<file path="config.mk">
export PLATFORM = sky130hd
export DESIGN_NAME = stopwatch_bcd_flat
export DESIGN_NICKNAME = d
export VERILOG_FILES = /design/src/rtl/stopwatch_bcd_if.sv /design/src/rtl/stopwatch_bcd.sv /design/src/flat_wrapper.sv
export SDC_FILE = /design/constraint.sdc
export NUM_CORES = 1
export LEC_CHECK = 0
export CAP_MARGIN = 5
export CORE_MARGIN = 4
export CORE_UTILIZATION = 45
export DETAILED_ROUTE_END_ITERATION = 10
export PLACE_DENSITY = 0.74
export SYNTH_ARGS = -nofsm -noshare
export SYNTH_HDL_FRONTEND = slang
export SYNTH_SLANG_ARGS = --single-unit
</file>
<file path="constraint.sdc">
create_clock -name i_clk -period 1.8 [get_ports i_clk]
set_clock_uncertainty 0.15 [all_clocks]
set_input_delay 0.27 -clock i_clk [delete_from_list [all_inputs] [get_ports i_clk]]
set_output_delay 0.27 -clock i_clk [all_outputs]
set_load 0.05 [all_outputs]
</file>
<file path="src/rtl/stopwatch_bcd_if.sv">
// Control inputs and BCD display outputs of the stopwatch.
// The slave modport is the stopwatch side; the master modport is the driver/observer side.
interface stopwatch_bcd_if;
    logic       i_tick;
    logic       i_start_stop;
    logic       i_clear;
    logic [3:0] o_sec_ones;
    logic [3:0] o_sec_tens;
    logic [3:0] o_min_ones;
    logic [3:0] o_min_tens;
    logic       o_running;
    logic       o_wrap;

    modport slave (
        input  i_tick, i_start_stop, i_clear,
        output o_sec_ones, o_sec_tens, o_min_ones, o_min_tens, o_running, o_wrap
    );

    modport master (
        output i_tick, i_start_stop, i_clear,
        input  o_sec_ones, o_sec_tens, o_min_ones, o_min_tens, o_running, o_wrap
    );
endinterface

</file>
<file path="src/rtl/stopwatch_bcd.sv">
// BCD MM:SS stopwatch with IDLE/RUN/PAUSE control, driven by a one-pulse-per-second tick.
// The minutes modulus is set by MINUTE_MOD (10..60 in steps of 10).
module stopwatch_bcd #(
    parameter int unsigned MINUTE_MOD = 60
) (
    input  logic            i_clk,
    input  logic            i_reset,
    stopwatch_bcd_if.slave  sw
);
    localparam logic [3:0] MIN_TENS_MAX = 4'(MINUTE_MOD / 10 - 1);

    typedef enum logic [1:0] {IDLE, RUN, PAUSE} state_t;

    state_t     state_q, state_d;
    logic       prev_q;
    logic       start_edge;
    logic [3:0] sec_ones_q, sec_tens_q, min_ones_q, min_tens_q;
    logic       running_q, wrap_q;
    logic       c_sec_ones, c_sec_tens, c_min_ones, c_min_tens, c_full;

    assign start_edge = sw.i_start_stop & ~prev_q;

    // Each carry enables the next digit; the tick counted is the one seen in RUN,
    // even if a start edge moves the state to PAUSE on the same edge.
    assign c_sec_ones = (state_q == RUN) & sw.i_tick;
    assign c_sec_tens = c_sec_ones & (sec_ones_q == 4'd9);
    assign c_min_ones = c_sec_tens & (sec_tens_q == 4'd5);
    assign c_min_tens = c_min_ones & (min_ones_q == 4'd9);
    assign c_full     = c_min_tens & (min_tens_q == MIN_TENS_MAX);

    always_comb begin
        state_d = state_q;
        if (sw.i_clear) begin
            state_d = IDLE;
        end else if (start_edge) begin
            case (state_q)
                IDLE:    state_d = RUN;
                RUN:     state_d = PAUSE;
                PAUSE:   state_d = RUN;
                default: state_d = IDLE;
            endcase
        end
    end

    always_ff @(posedge i_clk or posedge i_reset) begin
        if (i_reset) begin
            state_q    <= IDLE;
            prev_q     <= 1'b0;
            running_q  <= 1'b0;
            wrap_q     <= 1'b0;
            sec_ones_q <= '0;
            sec_tens_q <= '0;
            min_ones_q <= '0;
            min_tens_q <= '0;
        end else begin
            state_q   <= state_d;
            prev_q    <= sw.i_start_stop;
            // Decoding the next state keeps o_running aligned with state_q while staying registered.
            running_q <= (state_d == RUN);
            if (sw.i_clear) begin
                wrap_q     <= 1'b0;
                sec_ones_q <= '0;
                sec_tens_q <= '0;
                min_ones_q <= '0;
                min_tens_q <= '0;
            end else begin
                wrap_q <= c_full;
                if (c_sec_ones) sec_ones_q <= (sec_ones_q == 4'd9) ? 4'd0 : sec_ones_q + 4'd1;
                if (c_sec_tens) sec_tens_q <= (sec_tens_q == 4'd5) ? 4'd0 : sec_tens_q + 4'd1;
                if (c_min_ones) min_ones_q <= (min_ones_q == 4'd9) ? 4'd0 : min_ones_q + 4'd1;
                if (c_min_tens) min_tens_q <= (min_tens_q == MIN_TENS_MAX) ? 4'd0 : min_tens_q + 4'd1;
            end
        end
    end

    assign sw.o_sec_ones = sec_ones_q;
    assign sw.o_sec_tens = sec_tens_q;
    assign sw.o_min_ones = min_ones_q;
    assign sw.o_min_tens = min_tens_q;
    assign sw.o_running  = running_q;
    assign sw.o_wrap     = wrap_q;
endmodule

</file>
<file path="src/flat_wrapper.sv">
// flat-port wrapper written by rule: the top's interface ports become plain ports
module stopwatch_bcd_flat 
#(
    parameter int unsigned MINUTE_MOD = 60
)
  (i_clk, i_reset, sw_i_tick, sw_i_start_stop, sw_i_clear, sw_o_sec_ones, sw_o_sec_tens, sw_o_min_ones, sw_o_min_tens, sw_o_running, sw_o_wrap);
  stopwatch_bcd_if sw_i ();
  input  logic i_clk;
  input  logic i_reset;
  input wire logic [$bits(sw_i.i_tick)-1:0] sw_i_tick;
  input wire logic [$bits(sw_i.i_start_stop)-1:0] sw_i_start_stop;
  input wire logic [$bits(sw_i.i_clear)-1:0] sw_i_clear;
  output wire logic [$bits(sw_i.o_sec_ones)-1:0] sw_o_sec_ones;
  output wire logic [$bits(sw_i.o_sec_tens)-1:0] sw_o_sec_tens;
  output wire logic [$bits(sw_i.o_min_ones)-1:0] sw_o_min_ones;
  output wire logic [$bits(sw_i.o_min_tens)-1:0] sw_o_min_tens;
  output wire logic [$bits(sw_i.o_running)-1:0] sw_o_running;
  output wire logic [$bits(sw_i.o_wrap)-1:0] sw_o_wrap;
  assign sw_i.i_tick = sw_i_tick;
  assign sw_i.i_start_stop = sw_i_start_stop;
  assign sw_i.i_clear = sw_i_clear;
  assign sw_o_sec_ones = sw_i.o_sec_ones;
  assign sw_o_sec_tens = sw_i.o_sec_tens;
  assign sw_o_min_ones = sw_i.o_min_ones;
  assign sw_o_min_tens = sw_i.o_min_tens;
  assign sw_o_running = sw_i.o_running;
  assign sw_o_wrap = sw_i.o_wrap;
  stopwatch_bcd #(.MINUTE_MOD(MINUTE_MOD)) u_core (.i_clk(i_clk), .i_reset(i_reset), .sw(sw_i));
endmodule
</file>
==> flow_metrics.tcl <==
set metrics [dict create \
    status "finished with violations" \
    violations "setup timing" \
    slew_headroom 0.809 \
    max_stage_delay_ps 480 \
    cp_max_fo 3 \
    crit_type "register to register" \
    grt_pass1_wl_um 3960 \
    final_layout_size_suffix_gt1_frac 0.442 \
    drt_iter0_drc 15 \
    fin_nets 177 \
    critPathTopFamily "simple AND/OR/NAND/NOR gates" \
    firstDrtPassIters 4 \
    power_leakage_nw 0.763 \
    syn_area_um2 1120 \
    end_kind "register" \
    cts_root_buf "clkbuf_4" \
    hp-class "input port to asynchronous set/reset pin" \
    path_depth 5 \
    clkSinkCount 21 \
    maxCapViolCount 0 \
    period_needed_ps 1820 \
    crit_required_ps 1880 \
    htree_levels 1 \
    synth_cell_types 26 \
    dieArea_um2 3350 \
    place_inst 178 \
    antenna_found_initial 0 \
    initial_core_util 0.487 \
    fin_tns_setup_ps -24.0 \
    numCtsBuffers 3 \
    die_x_um 57.9 \
    synth_nets 126 \
    report.final.slew_viol_count 0 \
    start_kind "register" \
    n_fill_cell 178 \
    routed_wl_um 2640 \
    num_rows 17 \
    drc 0 \
    clk_latency_ps 300 \
    wire_per_inst_um 13.8 \
    yosysSeqAreaShare 0.469 \
    power.density_nw_per_um2 483 \
    setup_violations 1 \
    rr_endpoint "u_core.sw.o_min_ones[2]$_DFFE_PP0P_" \
    critPathSlowestCell "or4_4" \
    synth_area_per_cell_um2 9.91 \
    path_cells "ha_4 > and3b_2 > buf_6 > or4_4 > a21oi_2" \
    syn_inst 113 \
    yosys-mux-area-fraction 0.0179 \
    design.core.area_um2 2300 \
    fin_crit_sh 1.01 \
    finalWeightedCongestion 0.761 \
    place.detailed.hpwl_um 1710 \
    vias 998 \
    rrSetupSlack_ps -20 \
    ys_warn_count 0 \
    synth_top_family_by_area "simple AND/OR/NAND/NOR gates" \
    tightest_slew_ps 283 \
    setup_ws_ps -24.0 \
    area.growth.synth_to_final_pct 46.0 \
    r2r_cells 5 \
    synth-xor-area-share 0.0235 \
    hold_viol 0 \
    overflow 0 \
    grt_pass1_vias 899 \
    die_y_um 57.9 \
    io_buffers 22 \
    stdcell_count 191 \
    cp_num_buf_inv 1 \
    reg2reg_from "u_core.sw.o_min_ones[0]$_DFFE_PP0P_" \
    rsz0062_at_grt "yes" \
    synth_compound_area_frac 0.0916 \
    worstPathArrival_ps 1900 \
    num_antenna_cells 0 \
    multi_input_area_um2 643 \
    cts_tree "yes" \
    synth-simple-area-share 0.272 \
    ioPinCount 23 \
    routed_via_density 5.23 \
    grt_usage 0.152 \
    ys_ff_latch 21 \
    synthAdderAreaFrac 0.0894 \
    irDropWorstVdd_mv 0.456 \
    clock_path_buffers 2 \
    fmax_mhz 548 \
    path_clk_slew_ps 120 \
    grt_max_degree 22 \
    antenna_left 0 \
    seq_area_um2 533 \
]
-- cells in the mapped netlist, drive strengths merged --
cell / instances / area (um2)
dfrtp: 21 / 526
a21oi: 15 / 75.1
nor2: 11 / 41.3
ha: 8 / 100
inv: 6 / 22.5
nand2: 6 / 22.5
or3: 6 / 37.5
and3b: 5 / 45.0
nand3: 5 / 30.0
nor3: 4 / 20.0
o21ai: 4 / 20.0
nand3b: 3 / 22.5
nor2b: 3 / 18.8
clkbuf: 2 / 7.51
mux2i: 2 / 20.0
nor3b: 2 / 15.0
or4: 2 / 15.0
xnor2: 2 / 17.5
buf: 1 / 11.3
nand2b: 1 / 6.26
nand4: 1 / 21.3
o211ai: 1 / 7.51
or3b: 1 / 8.76
xor2: 1 / 8.76
-- worst max-delay path by stage --
stage,end,slack [ps],start
after global placement,u_core.sw.o_min_tens[3]$_DFFE_PP0P_,-170,sw_i_tick
after CTS,u_core.sw.o_min_ones[2]$_DFFE_PP0P_,-70,u_core.sw.o_sec_tens[1]$_DFFE_PP0P_
after global routing,u_core.sw.o_min_ones[2]$_DFFE_PP0P_,-90,u_core.sw.o_sec_ones[1]$_DFFE_PP0P_
after floorplan,u_core.sw.o_min_tens[3]$_DFFE_PP0P_,-170,u_core.sw.o_sec_ones[1]$_DFFE_PP0P_
final,u_core.sw.o_min_ones[2]$_DFFE_PP0P_,-20,u_core.sw.o_min_ones[0]$_DFFE_PP0P_
after detailed placement,u_core.sw.o_min_tens[3]$_DFFE_PP0P_,-210,sw_i_tick
-- worst min-delay path, cell delays in order --
cell and delay [ps]:
clkdlybuf4s50_1 400, inv_1 50, buf_4 270
-- per-stage QoR --
step                utilization  hold slack (ps)  power [mW]  instance area (um2)  setup slack (ps)
CTS                       0.655              140       0.798                 1500             -66.6
global placement          0.639              401       0.568                 1470              -171
detailed placement        0.639              419       0.570                 1470              -209
floorplan                     -             96.1       0.537                 1140              -168
global route              0.712              157       0.831                 1640             -92.2
finish                    0.712              140       0.790                 1640             -24.0
-- layout make-up --
type / instances / share of cell area
sequential: 21 / 0.326
multi-input combinational: 84 / 0.393
inverter: 6 / 0.0138
timing repair buffer: 48 / 0.229
clock buffer: 3 / 0.0138
tap: 28 / 0.0214
clock inverter: 1 / 0.00306
-- kinds of logic after synthesis --
kind of cell / count (synthesis)
compound gates: 20
xor+xnor: 3
fa+ha+maj: 8
buf+inv: 9
flops: 21
mux: 2
simple gates: 50
-- placed cells by master, fill, tap and decap left out, types with 2 or more instances in the layout --
master            n
nor2_1           11
nor2b_1           3
clkbuf_4          3
ha_4              3
inv_2             3
nand3_1           4
nand4_4           2
nand3b_1          3
inv_1             3
or4_4             2
dfrtp_2           6
or3_1             6
clkdlybuf4s50_1   4
ha_1              5
o21ai_0           4
dfrtp_1          15
a21oi_1          13
buf_4            43
nor3_1            4
a21oi_2           2
nand2_1           6
xnor2_1           2
and3b_2           4
mux2i_1           2
-- state kept, by name (all words and copies together), names as in the netlist --
register	cells
u_core.sw.o_sec_ones	4
u_core.sw.o_min_tens	4
u_core.state_q	2
u_core.sw.o_running	1
u_core.prev_q	1
u_core.sw.o_wrap	1
u_core.sw.o_sec_tens	4
u_core.sw.o_min_ones	4
-- report_power, final --
part	total, mW	leakage (nW)	internal, mW	switching, mW
Combinational	0.0785	0.466	0.0303	0.0482
Clock	0.228	0.0177	0.0827	0.146
Sequential	0.484	0.279	0.479	0.00486
Total	0.790	0.763	0.592	0.199
-- layer usage --
metal,vias up,track usage,routed length [um]
met5,-,0,0
met4,0,0.0695,36
met3,4,0.0223,100
met2,19,0.235,1280
met1,475,0.208,1220
li1,500,-,-
-- what timing repair did --
action / 4_1_cts / 5_1_grt
pin swaps: 2 / 7
buffers inserted: 1 / 7
gates cloned: 0 / 1
hold buffers: 0 / 0
resized for setup: 1 / 15
endpoints found under the setup margin: 5 / 8
No activity file was read; power rests on OpenSTA's default activity.
